==> config.mk <==
export PLATFORM = sky130hd
export DESIGN_NAME = alu_issue_stage
export DESIGN_NICKNAME = d
export VERILOG_FILES = /design/src/rtl/alu_issue_stage.sv
export SDC_FILE = /design/constraint.sdc
export NUM_CORES = 1
export LEC_CHECK = 0
export ABC_AREA = 1
export BUFFER_PORTS_ARGS = -buffer_cell sky130_fd_sc_hd__buf_2
export CORE_ASPECT_RATIO = 1.2
export CORE_MARGIN = 1
export CORE_UTILIZATION = 47
export DETAILED_ROUTE_END_ITERATION = 10
export GPL_TIMING_DRIVEN = 1
export PLACE_DENSITY = 0.87
export RECOVER_POWER = 50
export SLEW_MARGIN = 20
export SYNTH_ARGS = -nofsm -noshare
export SYNTH_HDL_FRONTEND = slang
export SYNTH_SLANG_ARGS = --single-unit
==> constraint.sdc <==
create_clock -name clk -period 3.78 [get_ports clk]
set_input_delay 0.189 -clock clk [delete_from_list [all_inputs] [get_ports clk]]
set_output_delay 0.189 -clock clk [all_outputs]
set_load 0.02 [all_outputs]
==> src/rtl/alu_issue_stage.sv <==
// ID/EX issue stage: decodes one RV32I word plus register read data into ALU controls, held in one handshaked register.
// Optional macro ALU_ISSUE_MUL_EN enables decode of MUL (OP, funct7=0000001, funct3=000).
module alu_issue_stage #(
    parameter int DATAWIDTH = 32
) (
    input  logic                 clk,
    input  logic                 rst,
    input  logic                 flush,
    input  logic                 in_valid,
    output logic                 in_ready,
    input  logic [31:0]          instr,
    input  logic [DATAWIDTH-1:0] pc,
    input  logic [DATAWIDTH-1:0] rs1_data,
    input  logic [DATAWIDTH-1:0] rs2_data,
    output logic                 out_valid,
    input  logic                 out_ready,
    output logic [3:0]           alu_op,
    output logic [DATAWIDTH-1:0] alu_a,
    output logic [DATAWIDTH-1:0] alu_b,
    output logic [4:0]           rd_addr,
    output logic                 rd_we,
    output logic                 illegal,
    output logic [DATAWIDTH-1:0] pc_out
);

    localparam logic [3:0] OP_SLL  = 4'd0;
    localparam logic [3:0] OP_SRL  = 4'd1;
    localparam logic [3:0] OP_SRA  = 4'd2;
    localparam logic [3:0] OP_ADD  = 4'd3;
    localparam logic [3:0] OP_SUB  = 4'd4;
    localparam logic [3:0] OP_LUI  = 4'd5;
    localparam logic [3:0] OP_SLT  = 4'd6;
    localparam logic [3:0] OP_SLTU = 4'd7;
    localparam logic [3:0] OP_XOR  = 4'd8;
    localparam logic [3:0] OP_OR   = 4'd9;
    localparam logic [3:0] OP_AND  = 4'd10;
`ifdef ALU_ISSUE_MUL_EN
    localparam logic [3:0] OP_MUL  = 4'd11;
`endif

    localparam logic [6:0] OPC_OP    = 7'b0110011;
    localparam logic [6:0] OPC_OPIMM = 7'b0010011;
    localparam logic [6:0] OPC_LUI   = 7'b0110111;
    localparam logic [6:0] OPC_AUIPC = 7'b0010111;

    logic [6:0]           opcode_s;
    logic [2:0]           funct3_s;
    logic                 f7_zero_s;
    logic                 f7_alt_s;
    logic                 f7_mul_s;
    logic [DATAWIDTH-1:0] imm_i_s;
    logic [DATAWIDTH-1:0] imm_u_s;
    logic [DATAWIDTH-1:0] shamt_reg_s;
    logic [DATAWIDTH-1:0] shamt_imm_s;
    logic                 unused_s;

    logic [3:0]           raw_op_s;
    logic [DATAWIDTH-1:0] raw_a_s;
    logic [DATAWIDTH-1:0] raw_b_s;
    logic                 raw_ill_s;

    logic                 capture_s;

    logic                 valid_r;
    logic [3:0]           op_r;
    logic [DATAWIDTH-1:0] a_r;
    logic [DATAWIDTH-1:0] b_r;
    logic [4:0]           rd_r;
    logic                 we_r;
    logic                 ill_r;
    logic [DATAWIDTH-1:0] pc_r;

    assign opcode_s    = instr[6:0];
    assign funct3_s    = instr[14:12];
    assign f7_zero_s   = (instr[31:25] == 7'b0000000);
    assign f7_alt_s    = (instr[31:25] == 7'b0100000);
    assign f7_mul_s    = (instr[31:25] == 7'b0000001);
    assign imm_i_s     = {{(DATAWIDTH-12){instr[31]}}, instr[31:20]};
    assign imm_u_s     = {instr[31:12], 12'h000};
    assign shamt_reg_s = {{(DATAWIDTH-5){1'b0}}, rs2_data[4:0]};
    assign shamt_imm_s = {{(DATAWIDTH-5){1'b0}}, instr[24:20]};
    // rs1 field is resolved by the register file before this stage
    assign unused_s    = ^{instr[19:15], f7_mul_s};

    // Instruction decode into raw ALU controls before illegal-instruction masking
    always_comb begin
        raw_op_s  = OP_ADD;
        raw_a_s   = '0;
        raw_b_s   = '0;
        raw_ill_s = 1'b0;
        case (opcode_s)
            OPC_OP: begin
                raw_a_s = rs1_data;
                raw_b_s = rs2_data;
                case (funct3_s)
                    3'b000: begin
                        if (f7_zero_s) begin
                            raw_op_s = OP_ADD;
                        end else if (f7_alt_s) begin
                            raw_op_s = OP_SUB;
`ifdef ALU_ISSUE_MUL_EN
                        end else if (f7_mul_s) begin
                            raw_op_s = OP_MUL;
`endif
                        end else begin
                            raw_ill_s = 1'b1;
                        end
                    end
                    3'b001: begin raw_op_s = OP_SLL;  raw_b_s = shamt_reg_s; raw_ill_s = !f7_zero_s; end
                    3'b010: begin raw_op_s = OP_SLT;  raw_ill_s = !f7_zero_s; end
                    3'b011: begin raw_op_s = OP_SLTU; raw_ill_s = !f7_zero_s; end
                    3'b100: begin raw_op_s = OP_XOR;  raw_ill_s = !f7_zero_s; end
                    3'b101: begin
                        raw_b_s   = shamt_reg_s;
                        raw_op_s  = f7_alt_s ? OP_SRA : OP_SRL;
                        raw_ill_s = !(f7_zero_s || f7_alt_s);
                    end
                    3'b110: begin raw_op_s = OP_OR;   raw_ill_s = !f7_zero_s; end
                    3'b111: begin raw_op_s = OP_AND;  raw_ill_s = !f7_zero_s; end
                    default: raw_ill_s = 1'b1;
                endcase
            end
            OPC_OPIMM: begin
                raw_a_s = rs1_data;
                raw_b_s = imm_i_s;
                case (funct3_s)
                    3'b000: raw_op_s = OP_ADD;
                    3'b001: begin raw_op_s = OP_SLL; raw_b_s = shamt_imm_s; raw_ill_s = !f7_zero_s; end
                    3'b010: raw_op_s = OP_SLT;
                    3'b011: raw_op_s = OP_SLTU;
                    3'b100: raw_op_s = OP_XOR;
                    3'b101: begin
                        raw_b_s   = shamt_imm_s;
                        raw_op_s  = f7_alt_s ? OP_SRA : OP_SRL;
                        raw_ill_s = !(f7_zero_s || f7_alt_s);
                    end
                    3'b110: raw_op_s = OP_OR;
                    3'b111: raw_op_s = OP_AND;
                    default: raw_ill_s = 1'b1;
                endcase
            end
            OPC_LUI: begin
                raw_op_s = OP_LUI;
                raw_b_s  = imm_u_s;
            end
            OPC_AUIPC: begin
                raw_op_s = OP_ADD;
                raw_a_s  = pc;
                raw_b_s  = imm_u_s;
            end
            default: raw_ill_s = 1'b1;
        endcase
    end

    assign capture_s = in_valid && in_ready;
    assign in_ready  = !valid_r || out_ready;

    // Pipeline register: flush beats capture, capture beats drain; holds while stalled
    always_ff @(posedge clk or posedge rst) begin
        if (rst) begin
            valid_r <= 1'b0;
            op_r    <= OP_ADD;
            a_r     <= '0;
            b_r     <= '0;
            rd_r    <= 5'd0;
            we_r    <= 1'b0;
            ill_r   <= 1'b0;
            pc_r    <= '0;
        end else if (flush) begin
            valid_r <= 1'b0;
        end else if (capture_s) begin
            valid_r <= 1'b1;
            op_r    <= raw_ill_s ? OP_ADD : raw_op_s;
            a_r     <= raw_ill_s ? '0 : raw_a_s;
            b_r     <= raw_ill_s ? '0 : raw_b_s;
            rd_r    <= instr[11:7];
            we_r    <= !raw_ill_s && (instr[11:7] != 5'd0);
            ill_r   <= raw_ill_s;
            pc_r    <= pc;
        end else if (out_ready) begin
            valid_r <= 1'b0;
        end
    end

    assign out_valid = valid_r;
    assign alu_op    = op_r;
    assign alu_a     = a_r;
    assign alu_b     = b_r;
    assign rd_addr   = rd_r;
    assign rd_we     = we_r;
    assign illegal   = ill_r;
    assign pc_out    = pc_r;

endmodule

Yosys cells after proc, flatten, opt, wreduce, memory -nomap -nowiden
Index checks and enable logic that the tools add are counted.
Operators by class
  $add $sub $neg: 0
  multiply operators: 0
  divide/modulo/power cells: 0
  order comparisons: 0
  eq/ne operators: 12
  shift-type cells: 0
  muxes and demuxes: 21
  bitwise logic cells: 1
  reductions and logical operators: 17
Operators by type and width (number)
  $mux 32: 4
  $pmux 32 s3: 1
  $pmux 32 s2: 1
  $pmux 4 s8: 2
  $eq 7x6->1 const B: 3
  $eq 7x5->1 const B: 2
  $eq 3x3->1 const B: 4
  $pmux 4 s3: 1
  $logic_not 7->1: 1
  $eq 3x2->1 const B: 2
  $mux 3: 2
  $pmux 1 s3: 2
  $reduce_or 2->1: 3
  $reduce_or 6->1: 1
  $mux 1: 5
  $reduce_bool 5->1: 1
  $logic_not 1->1: 4
  $mux 4: 1
  $eq 3x1->1 const B: 1
  $logic_not 3->1: 1
  $reduce_bool 3->1: 1
  $logic_and 1x1->1: 2
  $logic_or 1x1->1: 2
  $mux 2: 1
  other kinds (3): 3
Storage, ports and cells
  register bits: 108
  bits in latches: 0
  memory bits (writable): 0
  bits in read-only memories: 0
  bits of input ports: 133
  word-level logic and storage cells: 59
  memories kept: 0

Longest topological paths before layout
  depth after elaboration: 7
  mapped depth: 12
  gate-level depth less buffers: 10

Worst setup path before layout
No wires, ideal clock.
  path kind: reg2reg
  from: reg valid_r (netlist: out_valid)
  to: reg pc_r[0] (netlist: pc_out[0])
  setup time: 66 ps
  data arrival time: 1612 ps
  required time: 3714 ps
  slack: 2102 ps
  cell stages (with the launch flop): 10
  period minus slack after synthesis: 1678 ps
  cells stage by stage: dfrtp_1 -> inv_1 -> nor2_1 -> inv_1 -> nand2_1 -> inv_1 -> buf_2 -> buf_1 -> nand2_1 -> nand2_1
On the way
  cells in the longest elaborated chain, start to end: 4
RTL lines
  start: declaration: line 64  | logic valid_r;
  start signal: assignment: line 161  | valid_r <= 1'b0;
  start signal: assignment: line 170  | valid_r <= 1'b0;
  start signal: assignment: line 172  | valid_r <= 1'b1;
  $logic_not 1->1: line 156  | assign in_ready = !valid_r || out_ready;
  $logic_or 1x1->1: line 156
  net in_ready: line 10  | output logic in_ready,
  $logic_and 1x1->1: line 155  | assign capture_s = in_valid && in_ready;
  $reduce_and 2->1 (no line)
  end signal: assignment: line 179  | pc_r <= pc;
  end: declaration: line 71  | logic [DATAWIDTH-1:0] pc_r;
The timed path passes the listed nets, and every way through them passes these cells.
A chain may end at the register's enable or synchronous reset.

==> metrics list <==
* Status: finished, violations left
* Violated checks: capacitance limit, slew limit
* Total gr overflow: 0
- Distinct cell type count after synthesis: 25
- Global placer's final weighted congestion: about 0.91
* Worst slew pin tran: roughly 2900 ps
* Final period util: between 60% and 70%
- Count of routing violations after the opening detailed-route iteration: roughly 340
- The worst setup path is captured at an asynchronous set/reset pin.
- The critical path crosses 3 cells after its start point.
- With fillers left out, the area of the finished cells amounts to about 6800 um^2.
- In this run, synthesis produced a sequential element count of between 100 and 150.
- In the synthesized netlist, the cells that appear most often are sky130_fd_sc_hd__nand2_1 (398), sky130_fd_sc_hd__dfrtp_1 (106), sky130_fd_sc_hd__nand3_1 (90).
- Adding up every negative setup slack in the final design gives 0 ps.
- Placed Instance Area: 6620 um^2
* Worst Hold Path Cells: 2
- Die Span Y: between 100 and 150 um
- Top cells by area, synth: sky130_fd_sc_hd__dfrtp_1 (50%), sky130_fd_sc_hd__nand2_1 (28%), sky130_fd_sc_hd__nand3_1 (8.4%)
- Cell accounting for the most synthesized area: sky130_fd_sc_hd__dfrtp_1
- CTS-repair resized insts: 0
- The startpoint identified for the worst hold timing path is flush.
- After synthesis, the mean cell area works out to approximately 7.2 um^2.
- The die covers 11,800 um^2.
* Buf+Inv Stages, Crit Path: 3
* Critical path data required time: 4080 ps
- Detailed placement finished with a half-perimeter wire length of between 10,000 and 15,000 um.
- The first global-routing pass estimated between 20,000 and 30,000 um of wire.
* Buffer cell driving the clock tree root: sky130_fd_sc_hd__clkbuf_16
- For this run, asynchronously set or reset flops after synthesis account for 100%.
* Total length of routed wires: ~16,000 um
- Max incr delay on CP: around 1600 ps
- The die is 99.3 um wide.
* Number of nets with antenna violations after detailed routing: 0
- The kind of cell with the highest combined delay along the critical path is buffers and inverters.
- Number of endpoints failing setup at the final stage: 0
- Count of mapped cells out of synthesis: between 700 and 800
* Worst Reg2Reg Path Length in Cells: 9
* Via count of the first global-routing pass: around 5,200
- Clock latency on the worst-skew pair, taken at its later pin, is 340 ps.
* Maximum buffer depth of the clock tree: 2
- During I/O placement, the number of pins put on the boundary was between 200 and 250.
* Initial antenna violation count: 1
- Maximum vdd ir drop: between 0.2 and 0.25 mV
* Sequential standard cell area: 2710 um^2
- Once the floorplan was initialized, standard cells occupied about 48% of the core.
* Min Clock Period, post-route: roughly 2500 ps
- Synthesis produced a netlist with a net count of ~870.
- Setup skew after layout: between 4 and 5 ps
- GRT Util Overall: 27.9%
- The core region is 11,000 um^2.
- Post-layout nets: about 1,100
- List of cells traversed by the critical path: buf_2, clkinvlp_2, clkbuf_1
- Cell area after synthesis: roughly 5300 um^2
- From synthesis to final layout, the design area changed by 28.0%.
- Entering global routing, the biggest net connects 68 pins.
* Fin. max-slew vios: between 60 and 70
* Startpoint of the lowest-slack register-to-register path: out_valid$_DFFE_PP0P_
* Avg WL per Cell: around 15 um
- Worst-path clk slew: ~70 ps
- Number of warnings reported in the yosys synthesis log: 0
- Share of cells above drive strength 1: about a quarter
- Setup repair after global routing left no endpoint under its margin.
- Max Fclk: ~390 MHz
- The clock net in this run drives a total of approximately 110 sinks.
- Top cell type's share of synthesized area: roughly half
* Number of hold-repair buffers added at the cts stage: 0
- Before antenna repair, the detailed router went through 5 iterations.
* Dominant cell by count in the synthesized netlist: sky130_fd_sc_hd__nand2_1
* IO Port Bufs: ~240
- Once the clock tree was built, the setup fixing pass inserted 0 buffers.
- Number of maximum-capacitance violations: 1
- The worst setup path is launched from an input port.
* Path type of the worst setup path: in -> async
- Remaining max-slew budget at the tightest pin: -92.4%
- After filler insertion, the fill cell instance count of the layout stands at a little over 1,000.
* DRC: 0
- Slowest stage cell, crit path: sky130_fd_sc_hd__clkinvlp_2
- The setup check on the worst reg-to-reg path leaves a slack of 1510 ps.
- Buffers inserted during clock tree synthesis total 9.
- CP arrival: 2840 ps
- In this run the worst path has a maximum fanout of 67.
* Number of rows in the core area: 42
- Proportion of synthesized chip area in sequential cells: about 51%
- In this run the power density over the cells is between 300 and 400 nW/um^2.
- The min-delay analysis places its worst path in the category in -> reg.
- Final hold violations: 0
- H-Tree Level Count: 3
* Hold Slack: between 15 and 20 ps
- TritonCTS built the clock tree.
- The most used flip-flop cell after synthesis is sky130_fd_sc_hd__dfrtp_1.
- Static leakage: between 4 and 5 nW
* Number of vias in the routed layout: 5,692
- The multi-input combinational cells in the finished layout cover a total of approximately 2400 um^2.
* Via-per-instance ratio: approximately 5.2
* Post-synth EDFFs: 0
- The critical path starts at rst.
state kept, by name, indices dropped and copies added, names as in the netlist:
signal / count
alu_a: 32
alu_b: 32
pc_out: 32
rd_addr: 5
alu_op: 4
illegal: 1
out_valid: 1
rd_we: 1
worst reg2reg max path, stage by stage (launching register included):
cell and delay (ps):
sky130_fd_sc_hd__dfrtp_1 380, sky130_fd_sc_hd__inv_1 50, sky130_fd_sc_hd__nor2_1 30, sky130_fd_sc_hd__inv_1 110
sky130_fd_sc_hd__nand2_4 280, sky130_fd_sc_hd__inv_1 200, sky130_fd_sc_hd__nand3_2 120, sky130_fd_sc_hd__inv_2 750
sky130_fd_sc_hd__nand2_1 160, sky130_fd_sc_hd__nand2_1 120
stage by stage:
stage / util [%] / setup WS [ps] / cells / power (mW)
after CTS: 62.6 / 1500 / 1092 / 2.56
after global routing: 61.9 / 692 / 1093 / 2.64
after detailed placement: 60.0 / 1440 / 1076 / 1.67
final: 61.9 / 1250 / 1093 / 2.53
after global placement: 60.0 / 1520 / 1076 / 1.66
after floorplan: - / 749 / 738 / 1.48
cells in the final DEF (no fill, tap or decap), types with 3 or more instances in the layout:
cell type / instances
sky130_fd_sc_hd__dfrtp_1: 106
sky130_fd_sc_hd__buf_4: 8
sky130_fd_sc_hd__buf_2: 188
sky130_fd_sc_hd__clkbuf_16: 9
sky130_fd_sc_hd__nor2_1: 27
sky130_fd_sc_hd__o21ai_0: 6
sky130_fd_sc_hd__a21oi_1: 3
sky130_fd_sc_hd__clkinvlp_4: 5
sky130_fd_sc_hd__nand3_1: 90
sky130_fd_sc_hd__inv_1: 20
sky130_fd_sc_hd__clkbuf_1: 55
sky130_fd_sc_hd__nand2_1: 397
sky130_fd_sc_hd__nand4_1: 21
sky130_fd_sc_hd__o211ai_1: 5
path summary, 6_finish.rpt:
kind | to
setup / recovery | alu_a[2]$_DFFE_PP0P_
hold / removal | out_valid$_DFFE_PP0P_
setup reg to reg | alu_a[15]$_DFFE_PP0P_
hold reg to reg | alu_b[6]$_DFFE_PP0P_
max in group clk | alu_a[15]$_DFFE_PP0P_
min in group asynchronous | pc_out[9]$_DFFE_PP0P_
cell families after synthesis:
| kind of cell | after synthesis | synth area share [%] |
|---|---|---|
| simple gates | 548 | 42.4 |
| flops | 108 | 50.7 |
| buf+inv | 66 | 5.08 |
| compound gates | 16 | 1.83 |
where the power goes:
| group | switching, mW | internal [mW] | total [mW] | leakage, nW |
|---|---|---|---|---|
| combinational | 0.271 | 0.125 | 0.396 | 2.45 |
| clock | 0.422 | 0.465 | 0.887 | 0.120 |
| sequential | 0.0307 | 1.22 | 1.25 | 1.44 |
| total | 0.723 | 1.81 | 2.53 | 4.01 |
cell type report:
cell class              instances  share of cell area [%]
flip-flops and latches        108                    39.6
multi-input cells             564                    35.0
repair buffers                250                    17.6
clock buffers                  11                    3.55
well taps                     132                    2.42
inverters                      22                    1.23
clock inverters                 5                   0.549
diodes                          1                  0.0366
metal layers:
| layer | wire length, um | track usage, % | vias to the layer above | part of all wire [%] |
|---|---|---|---|---|
| li1 | - | - | 2771 | - |
| met1 | 6810 | 35.3 | 2604 | 42 |
| met2 | 7890 | 46.6 | 274 | 48 |
| met3 | 1080 | 4.91 | 43 | 6.6 |
| met4 | 549 | 12.5 | 0 | 3.4 |
| met5 | 0 | 0 | - | 0 |
No activity file was read; power rests on OpenSTA's default activity.
